`src/rtl/eh2_dec_gpr_wbq.sv`:
```
// rtl/eh2_dec_gpr_wbq.sv - in-order writeback queue sharing one GPR write port between load and divider
// Optional same-cycle bypass when empty: define RV_WBQ_BYPASS_EN.
module eh2_dec_gpr_wbq #(
   parameter int WBQ_DEPTH = 4
) (
   input  logic        clk,
   input  logic        rst_l,
   input  logic        nb_valid,
   input  logic        nb_tid,
   input  logic [4:0]  nb_addr,
   input  logic [31:0] nb_data,
   output logic        nb_ready,
   input  logic        div_valid,
   input  logic        div_tid,
   input  logic [4:0]  div_addr,
   input  logic [31:0] div_data,
   output logic        div_ready,
   input  logic        port_free,
   output logic        wb_wen,
   output logic        wb_wtid,
   output logic [4:0]  wb_waddr,
   output logic [31:0] wb_wd,
   input  logic        qry_tid,
   input  logic [4:0]  qry_addr,
   output logic        qry_hit,
   input  logic        scan_mode
);
   localparam int PW = $clog2(WBQ_DEPTH);
   localparam int CW = PW + 1;

   logic [CW-1:0] count;
   logic [PW-1:0] rptr, wptr, div_slot;
   logic          tid_q  [WBQ_DEPTH];
   logic [4:0]    addr_q [WBQ_DEPTH];
   logic [31:0]   data_q [WBQ_DEPTH];

   logic nb_nz, div_nz, nb_take, div_take, empty;
   logic byp_nb, byp_div, nb_enq, div_enq, deq;
   logic unused_scan;

   assign unused_scan = scan_mode;

   assign nb_nz     = nb_addr != 5'd0;
   assign div_nz    = div_addr != 5'd0;
   assign empty     = count == '0;
   assign nb_ready  = count < CW'(WBQ_DEPTH);
   // A pending nonzero load reserves a slot, so it wins the last free entry.
   assign div_ready = ({1'b0, count} + (CW+1)'(nb_valid & nb_nz)) < (CW+1)'(WBQ_DEPTH);

   assign nb_take  = nb_valid & nb_ready & nb_nz;
   assign div_take = div_valid & div_ready & div_nz;

`ifdef RV_WBQ_BYPASS_EN
   assign byp_nb  = rst_l & empty & port_free & nb_take;
   assign byp_div = rst_l & empty & port_free & div_take & ~nb_take;
`else
   assign byp_nb  = 1'b0;
   assign byp_div = 1'b0;
`endif

   assign nb_enq   = nb_take & ~byp_nb;
   assign div_enq  = div_take & ~byp_div;
   // Gated by rst_l so nothing queued reaches the port during a reset cycle.
   assign deq      = rst_l & ~empty & port_free;
   assign div_slot = wptr + PW'(nb_enq);

   always_comb begin
      wb_wen   = 1'b0;
      wb_wtid  = 1'b0;
      wb_waddr = 5'd0;
      wb_wd    = 32'd0;
      if (deq) begin
         wb_wen   = 1'b1;
         wb_wtid  = tid_q[rptr];
         wb_waddr = addr_q[rptr];
         wb_wd    = data_q[rptr];
      end else if (byp_nb) begin
         wb_wen   = 1'b1;
         wb_wtid  = nb_tid;
         wb_waddr = nb_addr;
         wb_wd    = nb_data;
      end else if (byp_div) begin
         wb_wen   = 1'b1;
         wb_wtid  = div_tid;
         wb_waddr = div_addr;
         wb_wd    = div_data;
      end
   end

   always_ff @(posedge clk) begin
      if (!rst_l) begin
         count <= '0;
         rptr  <= '0;
         wptr  <= '0;
      end else begin
         if (nb_enq) begin
            tid_q[wptr]  <= nb_tid;
            addr_q[wptr] <= nb_addr;
            data_q[wptr] <= nb_data;
         end
         if (div_enq) begin
            tid_q[div_slot]  <= div_tid;
            addr_q[div_slot] <= div_addr;
            data_q[div_slot] <= div_data;
         end
         wptr  <= wptr + PW'(nb_enq) + PW'(div_enq);
         rptr  <= rptr + PW'(deq);
         count <= count + CW'(nb_enq) + CW'(div_enq) - CW'(deq);
      end
   end

   // An entry is live when its distance from the head is below count.
   always_comb begin
      logic [PW-1:0] offset;
      qry_hit = 1'b0;
      offset  = '0;
      for (int i = 0; i < WBQ_DEPTH; i++) begin
         offset = PW'(i) - rptr;
         if (({1'b0, offset} < count) && (tid_q[i] == qry_tid) &&
             (addr_q[i] == qry_addr) && (qry_addr != 5'd0))
            qry_hit = 1'b1;
      end
   end
endmodule
```
`config.mk`:
```
export PLATFORM = sky130hd
export DESIGN_NAME = eh2_dec_gpr_wbq
export DESIGN_NICKNAME = d
export VERILOG_FILES = /design/src/rtl/eh2_dec_gpr_wbq.sv
export SDC_FILE = /design/constraint.sdc
export NUM_CORES = 1
export LEC_CHECK = 0
export ABC_AREA = 1
export ABC_CLOCK_PERIOD_IN_PS = 5600
export BUFFER_PORTS_ARGS = -buffer_cell sky130_fd_sc_hd__buf_2
export CAP_MARGIN = 20
export CORE_MARGIN = 1.5
export CORE_UTILIZATION = 55
export CTS_CLUSTER_SIZE = 25
export DETAILED_ROUTE_END_ITERATION = 8
export PLACE_DENSITY = 0.73
export SYNTH_ARGS = -nofsm -noshare
export SYNTH_HDL_FRONTEND = slang
export SYNTH_SLANG_ARGS = --single-unit
```
`constraint.sdc`:
```
create_clock -name clk -period 5.6 [get_ports clk]
set_input_delay 1.12 -clock clk [delete_from_list [all_inputs] [get_ports clk]]
set_output_delay 1.12 -clock clk [all_outputs]
set_load 0.05 [all_outputs]
```
==> summary.txt, run 1 <==
run status: finished, final reports clean
vias per inst: 6.18
die extent in y: 131 um
maximum number of pins on one net before global-route repair: 101
number of fill cells in the layout: 1340
Combinational Power Share: 36.3%
Vias: 8120
register area: 4710 um2
number of post-CTS setup repair buffers: 0
part of the total power dissipated in the clock network: 26.4%
utilization of the core after routing: 65.1%
TritonCTS Sinks: 159
Data required, critical path: 4.48 ns
# diodes: 0
pwr dens: 439 nW/um2
smallest setup slack after layout: 1.58 ns
number of buffers inserted by hold repair at cts: 0
number of antenna violations at the first check in global routing: 0
clock latency at the later pin of the worst-skew pair: 0.44 ns
overall routing resource usage: 31.3%
number of buffers on the longest clock path: 2
sequential share of power: 37.3%
maximum ir drop on the vdd rail: 0.000324 V
number of synthesized flops with an enable pin: 152
flop-to-flop setup slack: 2.41 ns
kind of end point of the critical path: primary output
worst clock skew: 0.00748 ns
share of cells above drive strength 1: 19.1%
final layout net count: 1183
TritonCTS clock tree: built
Async S/R FF share, synth: 0%
first-pass GRT wire length: 41300 um
switching share of power: 39.5%
count of boundary I/O pins: 130
cell internal pwr: 2.75 mW
source of the worst hold timing path: count[1]
Routed Wire Length: 26800 um
Cells on Worst Hold Path: 3
startpoint kind of the worst setup timing path: flip-flop
Critical R2R Launch: count[2]
instance count after placement with tap cells included: 1281
CTS buffer count: 17
port buffer count: 128
Resize count post-CTS: 0
Routed wire per std cell: 20.4 um
headroom to the max-slew limit: 29.2%
Starting DRT DRC Count: 774
root buf cell: sky130_fd_sc_hd__clkbuf_16
cell area after layout: 10400 um2
Layout Area Growth over Synthesis: 14.9%
Gate Count Post-Synth: 1007
Top FF cell, synth: sky130_fd_sc_hd__edfxtp_1
count of TritonRoute iterations in the first routing pass: 6
global route overflow: 0
initial cell density of the core: 56.6%
overall die area: 17200 um2
area of the mapped netlist: 9030 um2
Fin Setup TNS: 0 ns
most common library cells after synthesis: sky130_fd_sc_hd__nand2_1, sky130_fd_sc_hd__nand4_1, sky130_fd_sc_hd__edfxtp_1, sky130_fd_sc_hd__clkbuf_1, sky130_fd_sc_hd__nand3_1
cell accounting for the most synthesized area: sky130_fd_sc_hd__edfxtp_1
Die W: 131 um
number of distinct library cells after synthesis: 33
Final HPWL DP: 14400 um
syn nets: 1106
final setup violation count: 0
hold-critical path endpoint: count[2]
count of endpoints failing hold in the final timing report: 0
clock period minus final worst setup slack: 4.02 ns
peak clock frequency supported by timing: 249 MHz
hold crit path type: flip-flop to flip-flop
Tightest Pin Transition: 1.06 ns
Mean Syn Cell Area: 8.96 um2
top-count cell post-synth: sky130_fd_sc_hd__nand2_1
DRC violations left: 0
data arrival time of the critical path: 2.90 ns
number of warning messages in the yosys log: 0
number of nets still failing antenna checks after routing: 0
highest net fanout along the worst path: 24
number of register bits inferred by synthesis: 159
via count of the first global-routing pass: 7753
worst reg2reg path depth: 11
setup repair after global routing missed its margin: no
Core Box Area: 15900 um2
top cell type's share of synthesized area: 50.6%
placer's final routability congestion estimate: 0.878
number of max-slew violations in the final report: 0
sequential area share after synthesis: 52.1%
final worst-path cycle share: 71.8%
sw power: 1.80 mW
clock transition at the registers of the reported paths: 0.06 ns
total of max-cap violations: 0
multi-input gate area in the final layout: 3830 um2
final std cells w/o fill: 1313
placed cell area: 9760 um2
biggest area contributors in the synthesized netlist: sky130_fd_sc_hd__edfxtp_1, sky130_fd_sc_hd__nand2_1, sky130_fd_sc_hd__nand4_1, sky130_fd_sc_hd__a22oi_1, sky130_fd_sc_hd__a31oi_1
category of the most critical setup path: flip-flop to primary output
Post-Place Worst Slack: 1.58 ns
total number of H-tree levels: 4
leakage dissipation: 4.36 nW
capture instance of the worst register-to-register path: data_q[1][17]
cell row count: 46
logic make-up (layout without fill, tap and decap cells):
family / after synthesis / count (layout) / synth area share (%)
and+or+nand+nor: 607 / 607 / 31.1
DFF: 159 / 159 / 52.1
buffers and inverters: 120 / 210 / 6.33
AOI/OAI and AO/OA: 87 / 87 / 6.40
xor gates and xnor gates: 23 / 23 / 2.31
adders and majority gates: 11 / 11 / 1.69
per-layer routing:
| layer | up-vias | share of wire (%) | track usage (%) |
|---|---|---|---|
| met1 | 3748 | 37 | 39.0 |
| met5 | - | 0 | 0 |
| met2 | 516 | 49 | 51.8 |
| met3 | 71 | 11 | 6.87 |
| met4 | 0 | 2.8 | 15.0 |
| li1 | 3785 | - | - |
power by group through the flow:
stage                     sequential (mW)  combinational, mW  clock [mW]
after floorplan                      1.71               1.12           0
after global placement               1.71               1.58           0
after detailed placement             1.72               1.61           0
after CTS                            1.70               1.63        1.21
after global routing                 1.72               1.76        1.25
final                                1.70               1.65        1.20
worst max-delay path by stage:
stage / from / endpoint / slack (ns) / depth (start not counted)
6_report: rptr[1] / qry_hit / 1.58 / 10
3_3_place_gp: nb_addr[4] / data_q[1][16] / 1.63 / 13
2_1_floorplan: rst_l / addr_q[2][0] / 0.81 / 5
5_1_grt: rptr[1] / qry_hit / 1.40 / 13
4_1_cts: rptr[1] / qry_hit / 1.60 / 10
3_5_place_dp: nb_addr[4] / data_q[1][7] / 1.58 / 13
final cells by class:
| class | instances | share of cell area (%) |
|---|---|---|
| Clock buffer | 22 | 4.57 |
| Clock inverter | 10 | 1.31 |
| Inverter | 27 | 0.977 |
| Tap cell | 216 | 2.60 |
| Timing Repair Buffer | 151 | 8.30 |
| Sequential cell | 159 | 45.4 |
| Multi-Input combinational cell | 728 | 36.9 |
critical path, cell delays in order, from the launching register on:
cell and delay [ns]:
sky130_fd_sc_hd__dfxtp_2 0.78, sky130_fd_sc_hd__buf_4 0.42, sky130_fd_sc_hd__inv_1 0.08, sky130_fd_sc_hd__ha_1 0.30
sky130_fd_sc_hd__a21oi_1 0.04, sky130_fd_sc_hd__o21ai_0 0.23, sky130_fd_sc_hd__nand4_1 0.11, sky130_fd_sc_hd__o21ai_0 0.09
sky130_fd_sc_hd__nor2_1 0.08, sky130_fd_sc_hd__nor2_1 0.08, sky130_fd_sc_hd__buf_2 0.26
sequential cells by signal, summed over array words and instances (netlist names):
name / count
addr_q: 20
count: 3
tid_q: 4
data_q: 128
rptr: 2
wptr: 2
metrics by stage:
step / hold slack, ns / power [mW]
floorplan: 0.610 / 2.82
global placement: 0.700 / 3.29
detailed placement: 0.718 / 3.33
CTS: 0.776 / 4.54
global route: 0.810 / 4.73
finish: 0.780 / 4.55
layout by cell type, fill, tap and decap left out, drive strengths merged:
cell type and n:
a21oi 5, a221oi 2, a22oi 36, a31oi 36
buf 151, bufinv 3, clkbuf 22, clkinv 4
clkinvlp 3, dfxtp 7, edfxtp 152, fa 2
ha 9, inv 27, nand2 363, nand3 43
nand4 160, nor2 29, nor3 5, nor4 2
o21ai 8, or2 5, xnor2 5, xor2 18
Power figures use the tool's default switching activity.
==> inputs of run 2 (changes only) <==
ABC_AREA = 0   (was 1)
ABC_CLOCK_PERIOD_IN_PS = 3870   (was 5600)
clock period = 3.87 ns   (was 5.6 ns; I/O delays follow)
==> run 2 against run 1 <==
Effect of this change:
- final area is 0.84% lower
- die area shrank 3.6%
- combinational power increased by 16%
- sequential share of layout area is 0.42 points higher
- utilization grew 2.1 points
==> summary.txt, run 2 <==
Mean Syn Cell Area: 16.3 um2 (was 8.96 um2)
kind of end point of the critical path: flip-flop (was primary output)
count of boundary I/O pins: 130 (unchanged)
cell with the largest stage delay on the worst path: sky130_fd_sc_hd__xnor2_1 (was sky130_fd_sc_hd__dfxtp_2)
final setup violation count: 0 (unchanged)
number of fill cells in the layout: 1138 (was 1340)
CTS buffer count: 17 (unchanged)
Largest regs: data_q (128), addr_q (20), tid_q (4) (unchanged)
most used cells in the layout excluding fill and tap cells: sky130_fd_sc_hd__edfxtp_1, sky130_fd_sc_hd__buf_2, sky130_fd_sc_hd__mux2_2 (was sky130_fd_sc_hd__nand2_1, sky130_fd_sc_hd__nand4_1, sky130_fd_sc_hd__edfxtp_1)
category of the most critical setup path: input pin to flip-flop (was flip-flop to primary output)
Routed Wire Length: 19000 um (was 26800 um)
Gate Count Post-Synth: 534 (was 1007)
Post-Place Worst Slack: 0.308 ns (was 1.58 ns)
cell internal pwr: 4.24 mW (was 2.75 mW)
smallest setup slack after layout: 0.766 ns (was 1.58 ns)
headroom to the max-slew limit: 59.0% (was 29.2%)
utilization of the core after routing: 67.2% (was 65.1%)
biggest area contributors in the synthesized netlist: sky130_fd_sc_hd__edfxtp_1, sky130_fd_sc_hd__mux2_2, sky130_fd_sc_hd__mux4_2, sky130_fd_sc_hd__mux2_4, sky130_fd_sc_hd__nor2b_1 (was sky130_fd_sc_hd__edfxtp_1, sky130_fd_sc_hd__nand2_1, sky130_fd_sc_hd__nand4_1, sky130_fd_sc_hd__a22oi_1, sky130_fd_sc_hd__a31oi_1)
leakage dissipation: 3.73 nW (was 4.36 nW)
cell accounting for the most synthesized area: sky130_fd_sc_hd__edfxtp_1 (unchanged)
number of synthesized flops with an enable pin: 152 (unchanged)
TritonCTS Sinks: 159 (unchanged)
Vias: 5066 (was 8120)
largest reg by FF count: data_q (unchanged)
Fin Setup TNS: 0 ns (unchanged)
Core Box Area: 15300 um2 (was 15900 um2)
cell row count: 45 (was 46)
Async S/R FF share, synth: 0% (unchanged)
count of endpoints failing hold in the final timing report: 0 (unchanged)
source of the worst hold timing path: nb_data[10] (was count[1])
area of the mapped netlist: 8700 um2 (was 9030 um2)
number of buffers on the longest clock path: 2 (unchanged)
placer's final routability congestion estimate: 0.804 (was 0.878)
worst hold margin: 0.679 ns (was 0.780 ns)
worst reg2reg path depth: 8 (was 11)
part of the total power dissipated in the clock network: 28.7% (was 26.4%)
sequential area share after synthesis: 54.1% (was 52.1%)
final worst-path cycle share: 80.2%
total of max-cap violations: 0 (unchanged)
clock period minus final worst setup slack: 3.10 ns
sw power: 1.87 mW (was 1.80 mW)
worst clock skew: 0.00533 ns (was 0.00748 ns)
setup repair after global routing missed its margin: no (unchanged)
port buffer count: 128 (unchanged)
initial cell density of the core: 56.8% (was 56.6%)
number of distinct library cells after synthesis: 40 (was 33)
count of TritonRoute iterations in the first routing pass: 4 (was 6)
Top FF cell, synth: sky130_fd_sc_hd__edfxtp_1 (unchanged)
number of buffers inserted by hold repair at cts: 0 (unchanged)
Largest stage delay, worst path: 0.35 ns (was 0.78 ns)
share of cells above drive strength 1: 56.4% (was 19.1%)
maximum ir drop on the vdd rail: 0.000364 V (was 0.000324 V)
Final HPWL DP: 12400 um (was 14400 um)
most common cell after layout, fill and taps aside: sky130_fd_sc_hd__edfxtp_1 (was sky130_fd_sc_hd__nand2_1)
hold crit path type: input pin to flip-flop (was flip-flop to flip-flop)
data arrival time of the critical path: 3.23 ns (was 2.90 ns)
global route overflow: 0 (unchanged)
highest net fanout along the worst path: 27 (was 24)
root buf cell: sky130_fd_sc_hd__clkbuf_16 (unchanged)
sequential share of power: 40.0% (was 37.3%)
top cell type's share of synthesized area: 52.5% (was 50.6%)
clock transition at the registers of the reported paths: 0.06 ns (about the same)
number of register bits inferred by synthesis: 159 (unchanged)
Data required, critical path: 3.99 ns (was 4.48 ns)
hold-critical path endpoint: data_q[2][10] (was count[2])
Resize count post-CTS: 0 (unchanged)
first-pass GRT wire length: 28800 um (was 41300 um)
Routed wire per std cell: 21.3 um (was 20.4 um)
clock latency at the later pin of the worst-skew pair: 0.43 ns (was 0.44 ns)
number of post-CTS setup repair buffers: 0 (unchanged)
most common library cells after synthesis: sky130_fd_sc_hd__edfxtp_1, sky130_fd_sc_hd__mux2_2, sky130_fd_sc_hd__nor2b_1, sky130_fd_sc_hd__mux4_2, sky130_fd_sc_hd__mux2_4 (was sky130_fd_sc_hd__nand2_1, sky130_fd_sc_hd__nand4_1, sky130_fd_sc_hd__edfxtp_1, sky130_fd_sc_hd__clkbuf_1, sky130_fd_sc_hd__nand3_1)
Starting DRT DRC Count: 235 (was 774)
critical-path cell list: buf_2 -> nor4_4 -> a21oi_1 -> ha_1 -> xnor2_1 -> nand4_1 -> nor2_4 -> o21bai_4 -> buf_12 (was buf_4 -> inv_1 -> ha_1 -> a21oi_1 -> o21ai_0 -> nand4_1 -> o21ai_0 -> nor2_1 -> nor2_1 -> buf_2)
capture instance of the worst register-to-register path: data_q[1][7] (was data_q[1][17])
total number of H-tree levels: 4 (unchanged)
startpoint kind of the worst setup timing path: input pin (was flip-flop)
placed cell area: 9660 um2 (was 9760 um2)
Combinational Power Share: 31.3% (was 36.3%)
run status: finished, final reports clean (unchanged)
number of antenna violations at the first check in global routing: 3 (was 0)
flop-to-flop setup slack: 0.95 ns (was 2.41 ns)
peak clock frequency supported by timing: 322 MHz
max reg flops: 128 (unchanged)
cell area after layout: 10300 um2 (was 10400 um2)
overall die area: 16600 um2 (was 17200 um2)
final layout net count: 765 (was 1183)
vias per inst: 5.67 (was 6.18)
switching share of power: 30.7% (was 39.5%)
Tightest Pin Transition: 0.615 ns (was 1.06 ns)
overall routing resource usage: 24.2% (was 31.3%)
Die W: 129 um (was 131 um)
TritonCTS clock tree: built (unchanged)
number of warning messages in the yosys log: 0 (unchanged)
number of nets still failing antenna checks after routing: 0 (unchanged)
Critical R2R Launch: count[2] (unchanged)
number of max-slew violations in the final report: 0 (unchanged)
syn nets: 633 (was 1106)
Cells on Worst Hold Path: 2 (was 3)
DRC violations left: 0 (unchanged)
Layout Area Growth over Synthesis: 18.3% (was 14.9%)
top-count cell post-synth: sky130_fd_sc_hd__edfxtp_1 (was sky130_fd_sc_hd__nand2_1)
pwr dens: 594 nW/um2 (was 439 nW/um2)
maximum number of pins on one net before global-route repair: 41 (was 101)
die extent in y: 129 um (was 131 um)
via count of the first global-routing pass: 5259 (was 7753)
## run 2: cell count changes after synthesis, moves of 36 or more
| cell | delta |
|---|---|
| sky130_fd_sc_hd__a22oi_1 | -36 |
| sky130_fd_sc_hd__a31oi_1 | -36 |
| sky130_fd_sc_hd__mux2_2 | +116 |
| sky130_fd_sc_hd__mux2_4 | +36 |
| sky130_fd_sc_hd__mux4_2 | +38 |
| sky130_fd_sc_hd__nand2_1 | -359 |
| sky130_fd_sc_hd__nand3_1 | -39 |
| sky130_fd_sc_hd__nand4_1 | -151 |
| sky130_fd_sc_hd__nor2b_1 | +39 |
## run 2: logic make-up after synthesis
kind of cell	Yosys count	share of synthesized area [%]
flip-flops	159	54.1
adder cells (fa/ha/maj)	11	1.76
buffers and inverters	49	2.98
AO/OA/AOI/OAI	20	1.71
AND/OR/NAND/NOR	75	5.37
XOR/XNOR	30	3.02
multiplexers	190	31.1
## run 2: how the worst max path moves through the flow
stage / cells after the start / from / slack [ns] / to
after CTS: 9 / nb_addr[3] / 0.75 / addr_q[1][4]
after floorplan: 9 / nb_addr[3] / 0.15 / addr_q[1][0]
after detailed placement: 9 / nb_addr[3] / 0.31 / data_q[1][8]
final: 9 / nb_addr[3] / 0.77 / data_q[1][7]
after global placement: 9 / nb_addr[3] / 0.42 / data_q[1][7]
after global routing: 9 / nb_addr[3] / 0.60 / data_q[1][7]
## run 2: power groups by stage
stage | Clock [mW] | Combinational, mW | Sequential, mW
2_1_floorplan | 0 | 1.41 | 2.44
4_1_cts | 1.77 | 1.94 | 2.45
6_report | 1.75 | 1.91 | 2.45
3_5_place_dp | 0 | 1.93 | 2.48
3_3_place_gp | 0 | 1.88 | 2.46
5_1_grt | 1.84 | 2.04 | 2.47
## run 2: per-stage QoR
| step | power [mW] | cells |
|---|---|---|
| 6_report | 6.11 | 893 |
| 5_1_grt | 6.36 | 891 |
| 4_1_cts | 6.16 | 890 |
| 3_5_place_dp | 4.41 | 858 |
| 3_3_place_gp | 4.34 | 858 |
| 2_1_floorplan | 3.85 | 534 |
## run 2: area by class of cell
| class | count | area [um2] | share of cell area [%] |
|---|---|---|---|
| clock inverters | 15 | 193 | 1.87 |
| repair buffers | 150 | 868 | 8.44 |
| well taps | 211 | 264 | 2.57 |
| clock buffers | 17 | 425 | 4.14 |
| inverters | 12 | 45.0 | 0.438 |
| multi-input cells | 326 | 3770 | 36.7 |
| diodes | 3 | 7.51 | 0.0730 |
| flip-flops and latches | 159 | 4710 | 45.8 |
## run 2: metal layers
layer | global-route usage [%] | part of all wire (%) | vias up
met3 | 6.03 | 6.7 | 16
li1 | - | - | 2351
met4 | 8.46 | 1.2 | 0
met5 | 0 | 0 | -
met2 | 42.0 | 53 | 155
met1 | 29.7 | 39 | 2544
## run 2: critical path, delay by kind of cell
kind / cells / cell delay, ns
AOI/OAI and AO/OA: 2 / 0.55
xor gates and xnor gates: 1 / 0.35
adders and majority gates: 1 / 0.27
buffers and inverters: 2 / 0.42
and+or+nand+nor: 3 / 0.84
